[src/rtl/mist_trig_pkg.sv]
// Shared encodings for the MiST frame-dump trigger: FSM states and trigger modes.
package mist_trig_pkg;

    typedef enum logic [1:0] {
        ST_IDLE    = 2'd0,
        ST_ARMED   = 2'd1,
        ST_DUMPING = 2'd2,
        ST_DONE    = 2'd3
    } trig_state_e;

    typedef enum logic [1:0] {
        MODE_IMMEDIATE = 2'd0,
        MODE_FRAME     = 2'd1,
        MODE_DOWNLOAD  = 2'd2,
        MODE_DISABLED  = 2'd3
    } trig_mode_e;

endpackage

[src/rtl/mist_sync_edge.sv]
// STAGES-deep synchroniser for one asynchronous bit, plus an edge-detect register.
// Reset loads IDLE_LEVEL everywhere so leaving reset never looks like an edge.
module mist_sync_edge #(
    parameter int   STAGES     = 2,
    parameter logic IDLE_LEVEL = 1'b0
) (
    input  logic clk_i,
    input  logic rst_i,
    input  logic d_i,
    output logic rise_o,
    output logic fall_o
);

    logic [STAGES-1:0] sync_q;
    logic              prev_q;

    always_ff @(posedge clk_i) begin
        if (rst_i) begin
            sync_q <= {STAGES{IDLE_LEVEL}};
            prev_q <= IDLE_LEVEL;
        end else begin
            sync_q <= {sync_q[STAGES-2:0], d_i};
            prev_q <= sync_q[STAGES-1];
        end
    end

    assign rise_o = ~prev_q &  sync_q[STAGES-1];
    assign fall_o =  prev_q & ~sync_q[STAGES-1];

endmodule

[src/rtl/mist_frame_trig.sv]
// Frame-dump trigger: counts VGA vsync frames and opens a dump window selected by
// cfg_mode (immediate, frame range, or end of ROM download after a holdoff).
module mist_frame_trig
    import mist_trig_pkg::*;
#(
    parameter logic [31:0] HOLDOFF     = 32'd2000,
    parameter int          SYNC_STAGES = 2
) (
    input  logic        clk,
    input  logic        rst,
    input  logic        vs,
    input  logic        led,
    input  logic [1:0]  cfg_mode,
    input  logic [31:0] cfg_start,
    input  logic [31:0] cfg_stop,
    output logic [31:0] frame_cnt,
    output logic        vs_fall,
    output logic        dump_en,
    output logic        dump_start,
    output logic        dump_stop,
    output logic [1:0]  st
);

    logic        vs_fall_c, vs_rise_c, led_fall_c, led_rise_c;
    logic        unused_rise;

    trig_mode_e  mode_q;
    logic [31:0] start_q, stop_q;
    logic [31:0] frame_cnt_q, frame_cnt_d;
    logic [31:0] hold_q;
    logic        vs_fall_q, dump_en_q, dump_start_q, dump_stop_q;
    trig_state_e st_q, st_d;
    logic        stop_armed;

    mist_sync_edge #(.STAGES(SYNC_STAGES), .IDLE_LEVEL(1'b1)) u_vs_sync (
        .clk_i (clk), .rst_i (rst), .d_i (vs),
        .rise_o(vs_rise_c), .fall_o(vs_fall_c)
    );

    mist_sync_edge #(.STAGES(SYNC_STAGES), .IDLE_LEVEL(1'b0)) u_led_sync (
        .clk_i (clk), .rst_i (rst), .d_i (led),
        .rise_o(led_rise_c), .fall_o(led_fall_c)
    );

    assign unused_rise = vs_rise_c ^ led_rise_c;

    // Configuration is sampled only while reset is held, so a run is immune to live edits.
    always_ff @(posedge clk) begin
        if (rst) begin
            mode_q  <= trig_mode_e'(cfg_mode);
            start_q <= cfg_start;
            stop_q  <= cfg_stop;
        end
    end

    // In frame mode a stop frame at or before the start frame can never be reached in order.
    assign stop_armed  = (stop_q != 32'd0) &&
                         !((mode_q == MODE_FRAME) && (stop_q <= start_q));
    assign frame_cnt_d = vs_fall_c ? frame_cnt_q + 32'd1 : frame_cnt_q;

    always_comb begin
        st_d = st_q;
        case (st_q)
            ST_IDLE: begin
                case (mode_q)
                    MODE_IMMEDIATE: st_d = ST_DUMPING;
                    MODE_FRAME,
                    MODE_DOWNLOAD:  st_d = ST_ARMED;
                    default:        st_d = ST_DONE;
                endcase
            end
            ST_ARMED: begin
                if (mode_q == MODE_FRAME && vs_fall_c && frame_cnt_q == start_q)
                    st_d = ST_DUMPING;
                else if (mode_q == MODE_DOWNLOAD && led_fall_c && hold_q == HOLDOFF)
                    st_d = ST_DUMPING;
            end
            ST_DUMPING: begin
                if (vs_fall_c && stop_armed && frame_cnt_q == stop_q)
                    st_d = ST_DONE;
            end
            default: st_d = ST_DONE;
        endcase
    end

    always_ff @(posedge clk) begin
        if (rst) begin
            st_q         <= ST_IDLE;
            frame_cnt_q  <= 32'd0;
            hold_q       <= 32'd0;
            vs_fall_q    <= 1'b0;
            dump_en_q    <= 1'b0;
            dump_start_q <= 1'b0;
            dump_stop_q  <= 1'b0;
        end else begin
            st_q         <= st_d;
            frame_cnt_q  <= frame_cnt_d;
            hold_q       <= (hold_q == HOLDOFF) ? hold_q : hold_q + 32'd1;
            vs_fall_q    <= vs_fall_c;
            dump_en_q    <= (st_d == ST_DUMPING);
            dump_start_q <= (st_d == ST_DUMPING) && (st_q != ST_DUMPING);
            dump_stop_q  <= (st_q == ST_DUMPING) && (st_d != ST_DUMPING);
        end
    end

    assign frame_cnt  = frame_cnt_q;
    assign vs_fall    = vs_fall_q;
    assign dump_en    = dump_en_q;
    assign dump_start = dump_start_q;
    assign dump_stop  = dump_stop_q;
    assign st         = st_q;

endmodule

[config.mk]
export PLATFORM = sky130hd
export DESIGN_NAME = mist_frame_trig
export DESIGN_NICKNAME = d
export VERILOG_FILES = /design/src/rtl/mist_trig_pkg.sv /design/src/rtl/mist_sync_edge.sv /design/src/rtl/mist_frame_trig.sv
export SDC_FILE = /design/constraint.sdc
export NUM_CORES = 1
export LEC_CHECK = 0
export ABC_AREA = 1
export CORE_MARGIN = 3
export CORE_UTILIZATION = 58
export DETAILED_ROUTE_END_ITERATION = 8
export DONT_BUFFER_PORTS = 1
export GPL_TIMING_DRIVEN = 0
export PLACE_DENSITY_LB_ADDON = 0.08
export SYNTH_ARGS = -nofsm -noshare
export SYNTH_HDL_FRONTEND = slang
export SYNTH_SLANG_ARGS = --single-unit
[constraint.sdc]
create_clock -name clk -period 2 [get_ports clk]
set_clock_uncertainty 0.1 [all_clocks]
set_input_delay 0.3 -clock clk [delete_from_list [all_inputs] [get_ports clk]]
set_output_delay 0.3 -clock clk [all_outputs]
set_load 0.01 [all_outputs]
==> results.yml, run 1 <==
status:
  outcome: "complete, but fails checks"
  violations: "hold timing"
die:
  dieArea_sq_um: 14470
  chipWidth_um: 120.3
  start_util: 0.5979
  core_sq_um: 12670
  rows: 41
  die_y_um: 120.3
  ios: 108
synth:
  synth_ff_type: "dfxtp_1"
  synthesis.nets: 1010
  synth_cells: 902
  synth_top_area_frac: 0.2616
  synth_edf_count: 66
  yosys_warnings: 0
  yosysSeqAreaShare: 0.4624
  ys_ff_latch: 142
  netlist_area_sq_um: 7576
  async_reset_ff_frac: 0
  synthTopCellsByArea: "edfxtp_1 26%, dfxtp_1 20%, nand2_1 9.0%, ha_1 6.3%, inv_1 6.0%"
  syn_avg_cell_area_sq_um: 8.399
  synth_cell_types: 45
  yosys.area.top_type: "edfxtp_1"
setup_path:
  cp-end-kind: "flop"
  r2r-end: "dump_en"
  r2r_setup_slack_ps: 5
  reg2regPathDepth: 14
  cp_max_fo: 3
  cp-start-kind: "flop"
  crit_required_ps: 2270
  critPathArrivalTime_ps: 2260
  worst-setup-path-type: "reg2reg"
  r2r_start: "start_q[15]"
routing:
  routed_wirelength_mm: 20.12
  ant_nets: 0
  drt_iter0_drc: 396
  routedWlPerCell_um: 16.31
  firstDrtPassIters: 7
  vias: 6682
  vias_per_cell: 5.415
  drc: 0
power_and_ir_drop:
  p_total_mw: 7.011
  total_leakage_power_nw: 3.998
  power.density_nw_per_um2: 710.2
  vdd_drop_max_mv: 0.7824
placed_design:
  hpwl_mm: 12.91
  place.gp.congestion: 0.8936
  placed_cell_area_sq_um: 7792
  numPortBuffers: 0
finish:
  final_cell_mix: "174 x nand2_1, 115 x inv_1, 72 x nor2_1"
  area_delta_synth_final_pct: 30.29
  layout_commonest_cell: "nand2_1"
  drive_gt1_frac: 0.2222
  stdcell_area_sq_um: 9871
  nets: 1157
  antenna_cells: 0
clock_network:
  clockBufferDepth: 2
  worstSkewPairLatency_ps: 430
  clk_pin_slew_worst_paths_ps: 60
  numCtsBuffers: 17
  clock-root-buffer: "clkbuf_16"
  cts_tree: "done"
  clock_sinks: 142
  cts_hold_buf: 69
  h-tree-depth: 4
sta:
  rsz0062_at_grt: "true"
  slew_violations: 0
  fin_crit_sh: 0.9975
  setup_violations: 0
  hold_ws_ps: -115.3
  tightest_slew_ps: 665.0
  slew_headroom: 0.5567
  finalHoldViolations: 66
  fmax_ghz: 0.5013
  setup_tns_ps: 0
  post-route-min-period_ps: 1995
global_route:
  track_usage: 0.2696
  antenna_found_initial: 0
  grt_pass1_vias: 6585
  grt_max_degree: 72
  grt_overflow: 0
  grt_first_pass_wirelength_mm: 30.82
worst_hold_path:
  hold_start: "rst"
  hold_class: "in2reg"
  hold_depth: 0
  hold_end: "stop_q[20]"
flow_run:
  maxCapViolations: 0
power by group:
group,total (mW),switching (mW),internal (mW)
Combinational,0.820,0.398,0.422
Sequential,3.32,0.125,3.19
Clock,2.87,1.16,1.72
worst max-delay path by stage:
stage,startpoint,to,slack [ps],cells after the start
after floorplan,frame_cnt[1],frame_cnt[28],30,12
after global placement,frame_cnt[1],frame_cnt[26],-240,12
after detailed placement,frame_cnt[1],frame_cnt[28],-300,12
after CTS,frame_cnt[0],frame_cnt[28],-1,12
after global routing,start_q[22],dump_stop,-150,14
final,start_q[15],dump_en,5,14
kinds of logic (layout without fill, tap and decap cells):
family          after synthesis  after routing  share of synthesized area
simple gates                410            410                     0.2596
flops                       142            142                     0.4624
xor+xnor                     53             53                    0.06127
fa+ha+maj                    38             38                    0.06276
compound gates              106            106                    0.07481
buf+inv                     153            313                    0.07911
repair_timing:
item	4_1_cts	5_1_grt
resized for setup	37	78
setup endpoints to repair	14	27
pin swaps	18	33
hold endpoints to repair	135	66
setup buffers	27	32
metrics by stage:
stage	util	worst slack, ps	cells	hold slack [ps]
floorplan	-	34.76	902	288.3
global placement	0.6150	-236.6	1074	292.6
detailed placement	0.6150	-304.4	1074	298.9
CTS	0.7371	-0.9712	1202	-123.5
global route	0.7790	-147.3	1234	-129.9
finish	0.7790	5.088	1234	-115.3
cells in the mapped netlist, types with 6 or more instances:
library cell and n:
a21oi_1 59, buf_2 8, dfxtp_1 76, edfxtp_1 66
ha_1 38, inv_1 121, inv_2 14, nand2_1 182
nand3_1 31, nand4_1 24, nor2_1 86, nor2_2 7
nor2_4 6, nor3_1 26, nor4_1 11, o21ai_0 25
o21ai_1 8, or2_2 10, xnor2_1 31, xor2_1 22
final cells by class:
| class | instances | area [sq um] |
|---|---|---|
| plain buffers | 17 | 110.1 |
| clock buffers | 31 | 518.0 |
| clock inverters | 1 | 5.005 |
| fillers | 848 | 2800 |
| inverters | 136 | 514.2 |
| multi-input cells | 607 | 3820 |
| flip-flops and latches | 142 | 3551 |
| well taps | 172 | 215.2 |
| repair buffers | 128 | 1137 |
worst max-delay path, stage by stage, from the launching register on:
cell and delay, ps:
edfxtp_1 400, inv_1 140, ha_4 220, a21oi_1 140, o21ai_1 110, a21oi_2 160
nand2_2 100, nand2_1 70, nand2_1 40, nand2_1 60, nand2_1 60, nand2_2 90
nand2_4 70, buf_6 110, nor2_1 70
metal layers:
| layer | vias to the layer above | global-route usage | part of all wire | wire [um] |
|---|---|---|---|---|
| li1 | 3251 | - | - | - |
| met1 | 3158 | 0.3070 | 0.40 | 7963 |
| met2 | 222 | 0.4777 | 0.52 | 10420 |
| met3 | 51 | 0.06174 | 0.054 | 1093 |
| met4 | 0 | 0.1296 | 0.032 | 647 |
| met5 | - | 0 | 0 | 0 |
sequential cells by signal, summed over array words and instances, names as in the netlist:
| name | cells |
|---|---|
| mode_q | 2 |
| frame_cnt | 32 |
| dump_start | 1 |
| dump_en | 1 |
| dump_stop | 1 |
| hold_q | 32 |
| u_vs_sync.prev_q | 1 |
| vs_fall | 1 |
| st | 2 |
| u_vs_sync.sync_q | 2 |
| u_led_sync.prev_q | 1 |
| u_led_sync.sync_q | 2 |
| stop_q | 32 |
| start_q | 32 |
Power figures use the tool's default switching activity.
==> run 2: changes to the inputs <==
--- a/config.mk
+++ b/config.mk
@@ -6,6 +6,8 @@
 export NUM_CORES = 1
 export LEC_CHECK = 0
 export ABC_AREA = 1
+export ABC_CLOCK_PERIOD_IN_PS = 2000
+export CORE_ASPECT_RATIO = 0.7
 export CORE_MARGIN = 3
 export CORE_UTILIZATION = 58
 export DETAILED_ROUTE_END_ITERATION = 8
==> results.yml, run 2 (synthesis results as in run 1) <==
setup_path:
  worst-setup-path-type: "reg2reg"
  critPathArrivalTime_ps: 2240
  crit_required_ps: 2220
  critical_path_buf_inv_count: 1
  worstPathCellList: "inv_1 -> ha_1 -> a21oi_1 -> o21ai_1 -> a21oi_2 -> nand2_2 -> nand2_1 -> nand2_1 -> nand2_1 -> nand2_1 -> nand2_2 -> nand2_2 -> nand2_2 -> nor2_1"
  path_delay_family: "simple AND/OR/NAND/NOR gates"
  cp_slowest_cell: "edfxtp_1"
  cp-start-kind: "flop"
  slowest_delay_ps: 360
  cp-end-kind: "flop"
  cp_max_fo: 3
power_and_ir_drop:
  vdd_drop_max_mv: 0.6077
  power.density_nw_per_um2: 744.3
  total_leakage_power_nw: 3.961
sta:
  slew_headroom: 0.4972
  tightest_slew_ps: 754.3
  rsz0062_at_grt: "true"
  hold_ws_ps: -117.4
  fmax_ghz: 0.4970
  setup_violations: 1
  fin_crit_sh: 1.006
  finalHoldViolations: 66
  slew_violations: 0
  post-route-min-period_ps: 2012
  worst_slack_ps: -12.26
clock_network:
  clk_pin_slew_worst_paths_ps: 70
  numCtsBuffers: 17
  cts_hold_buf: 69
  h-tree-depth: 4
  clock_sinks: 142
  clockBufferDepth: 2
  clock-root-buffer: "clkbuf_16"
  cts_tree: "done"
  worstSkewPairLatency_ps: 430
flow_run:
  maxCapViolations: 0
finish:
  antenna_cells: 0
  drive_gt1_frac: 0.2056
  layout_commonest_cell: "nand2_1"
  ff_latch_area_sq_um: 3545
  nFillCells: 854
  area_delta_synth_final_pct: 28.14
  stdcell_area_sq_um: 9708
  final_cell_mix: "173 x nand2_1, 117 x inv_1, 76 x nor2_1"
  multi_input_area_sq_um: 3787
  final_core_util: 0.7710
  nets: 1136
global_route:
  grt_max_degree: 72
  track_usage: 0.2756
  grt_first_pass_wirelength_mm: 31.11
  grt_pass1_vias: 6344
  grt_overflow: 0
  antenna_found_initial: 0
routing:
  drc: 0
  drt_iter0_drc: 577
  firstDrtPassIters: 5
  vias_per_cell: 5.515
  vias: 6634
  routedWlPerCell_um: 16.99
  routed_wirelength_mm: 20.44
  ant_nets: 0
placed_design:
  place.gp.congestion: 0.8971
  dp_slack_ps: -355.7
  hpwl_mm: 13.31
  numPortBuffers: 0
  placed_cell_area_sq_um: 7780
die:
  rows: 34
  chipWidth_um: 142.6
  dieArea_sq_um: 14490
  start_util: 0.6016
  die_y_um: 101.6
  ios: 108
  core_sq_um: 12590
worst_hold_path:
  hold_class: "in2reg"
status:
  outcome: "complete, but fails checks"
  violations: "hold timing, setup timing"
run 2: cell type report:
class	count	share of cell area
timing repair buffer	107	0.1009
sequential	142	0.3651
clock buffer	19	0.04562
multi-input combinational	607	0.3901
inverter	136	0.05258
clock inverter	13	0.01392
tap	162	0.02088
buffer	17	0.01083
run 2: per-layer routing:
| metal | vias up | wire [um] | global-route usage |
|---|---|---|---|
| met5 | - | 0 | 0 |
| met2 | 262 | 9515 | 0.4441 |
| met3 | 37 | 1629 | 0.07032 |
| li1 | 3218 | - | - |
| met1 | 3117 | 8841 | 0.3669 |
| met4 | 0 | 453 | 0.09131 |
run 2: worst reg2reg max path: stages, from the launching register on:
cell	delay (ps)
edfxtp_1	360
inv_1	50
ha_1	310
a21oi_1	180
o21ai_1	110
a21oi_2	170
nand2_2	110
nand2_1	90
nand2_1	50
nand2_1	60
nand2_1	60
nand2_2	70
nand2_2	70
nand2_2	80
nor2_1	50
run 2: worst paths after layout:
path                             start              endpoint  slack (ps)  depth (start not counted)
hold reg to reg   u_led_sync.sync_q[0]  u_led_sync.sync_q[1]         300                          2
setup reg to reg           start_q[13]             dump_stop         -10                         14
setup / recovery           start_q[13]             dump_stop         -10                         14
hold / removal                     rst             mode_q[1]        -120                          0
run 2: per-stage QoR:
stage	hold WS (ps)	power [mW]	setup TNS, ps	instances
floorplan	288.3	3.729	0	902
global placement	290.2	3.841	-955.6	1064
detailed placement	297.8	3.870	-1500	1064
CTS	-123.4	7.105	0	1183
global route	-136.2	7.480	-446.5	1203
finish	-117.4	7.226	-12.26	1203
run 2: power by group:
part | leakage [nW] | internal, mW | switching [mW]
clock | 0.282 | 1.87 | 1.28
sequential | 1.28 | 3.19 | 0.135
combinational | 2.40 | 0.377 | 0.375
run 2: repair_timing:
item,in CTS,in global routing
gates resized for setup,40,63
endpoints found under the hold margin,135,66
pin swaps,13,26
buffers inserted,18,20
setup endpoints to repair,17,28
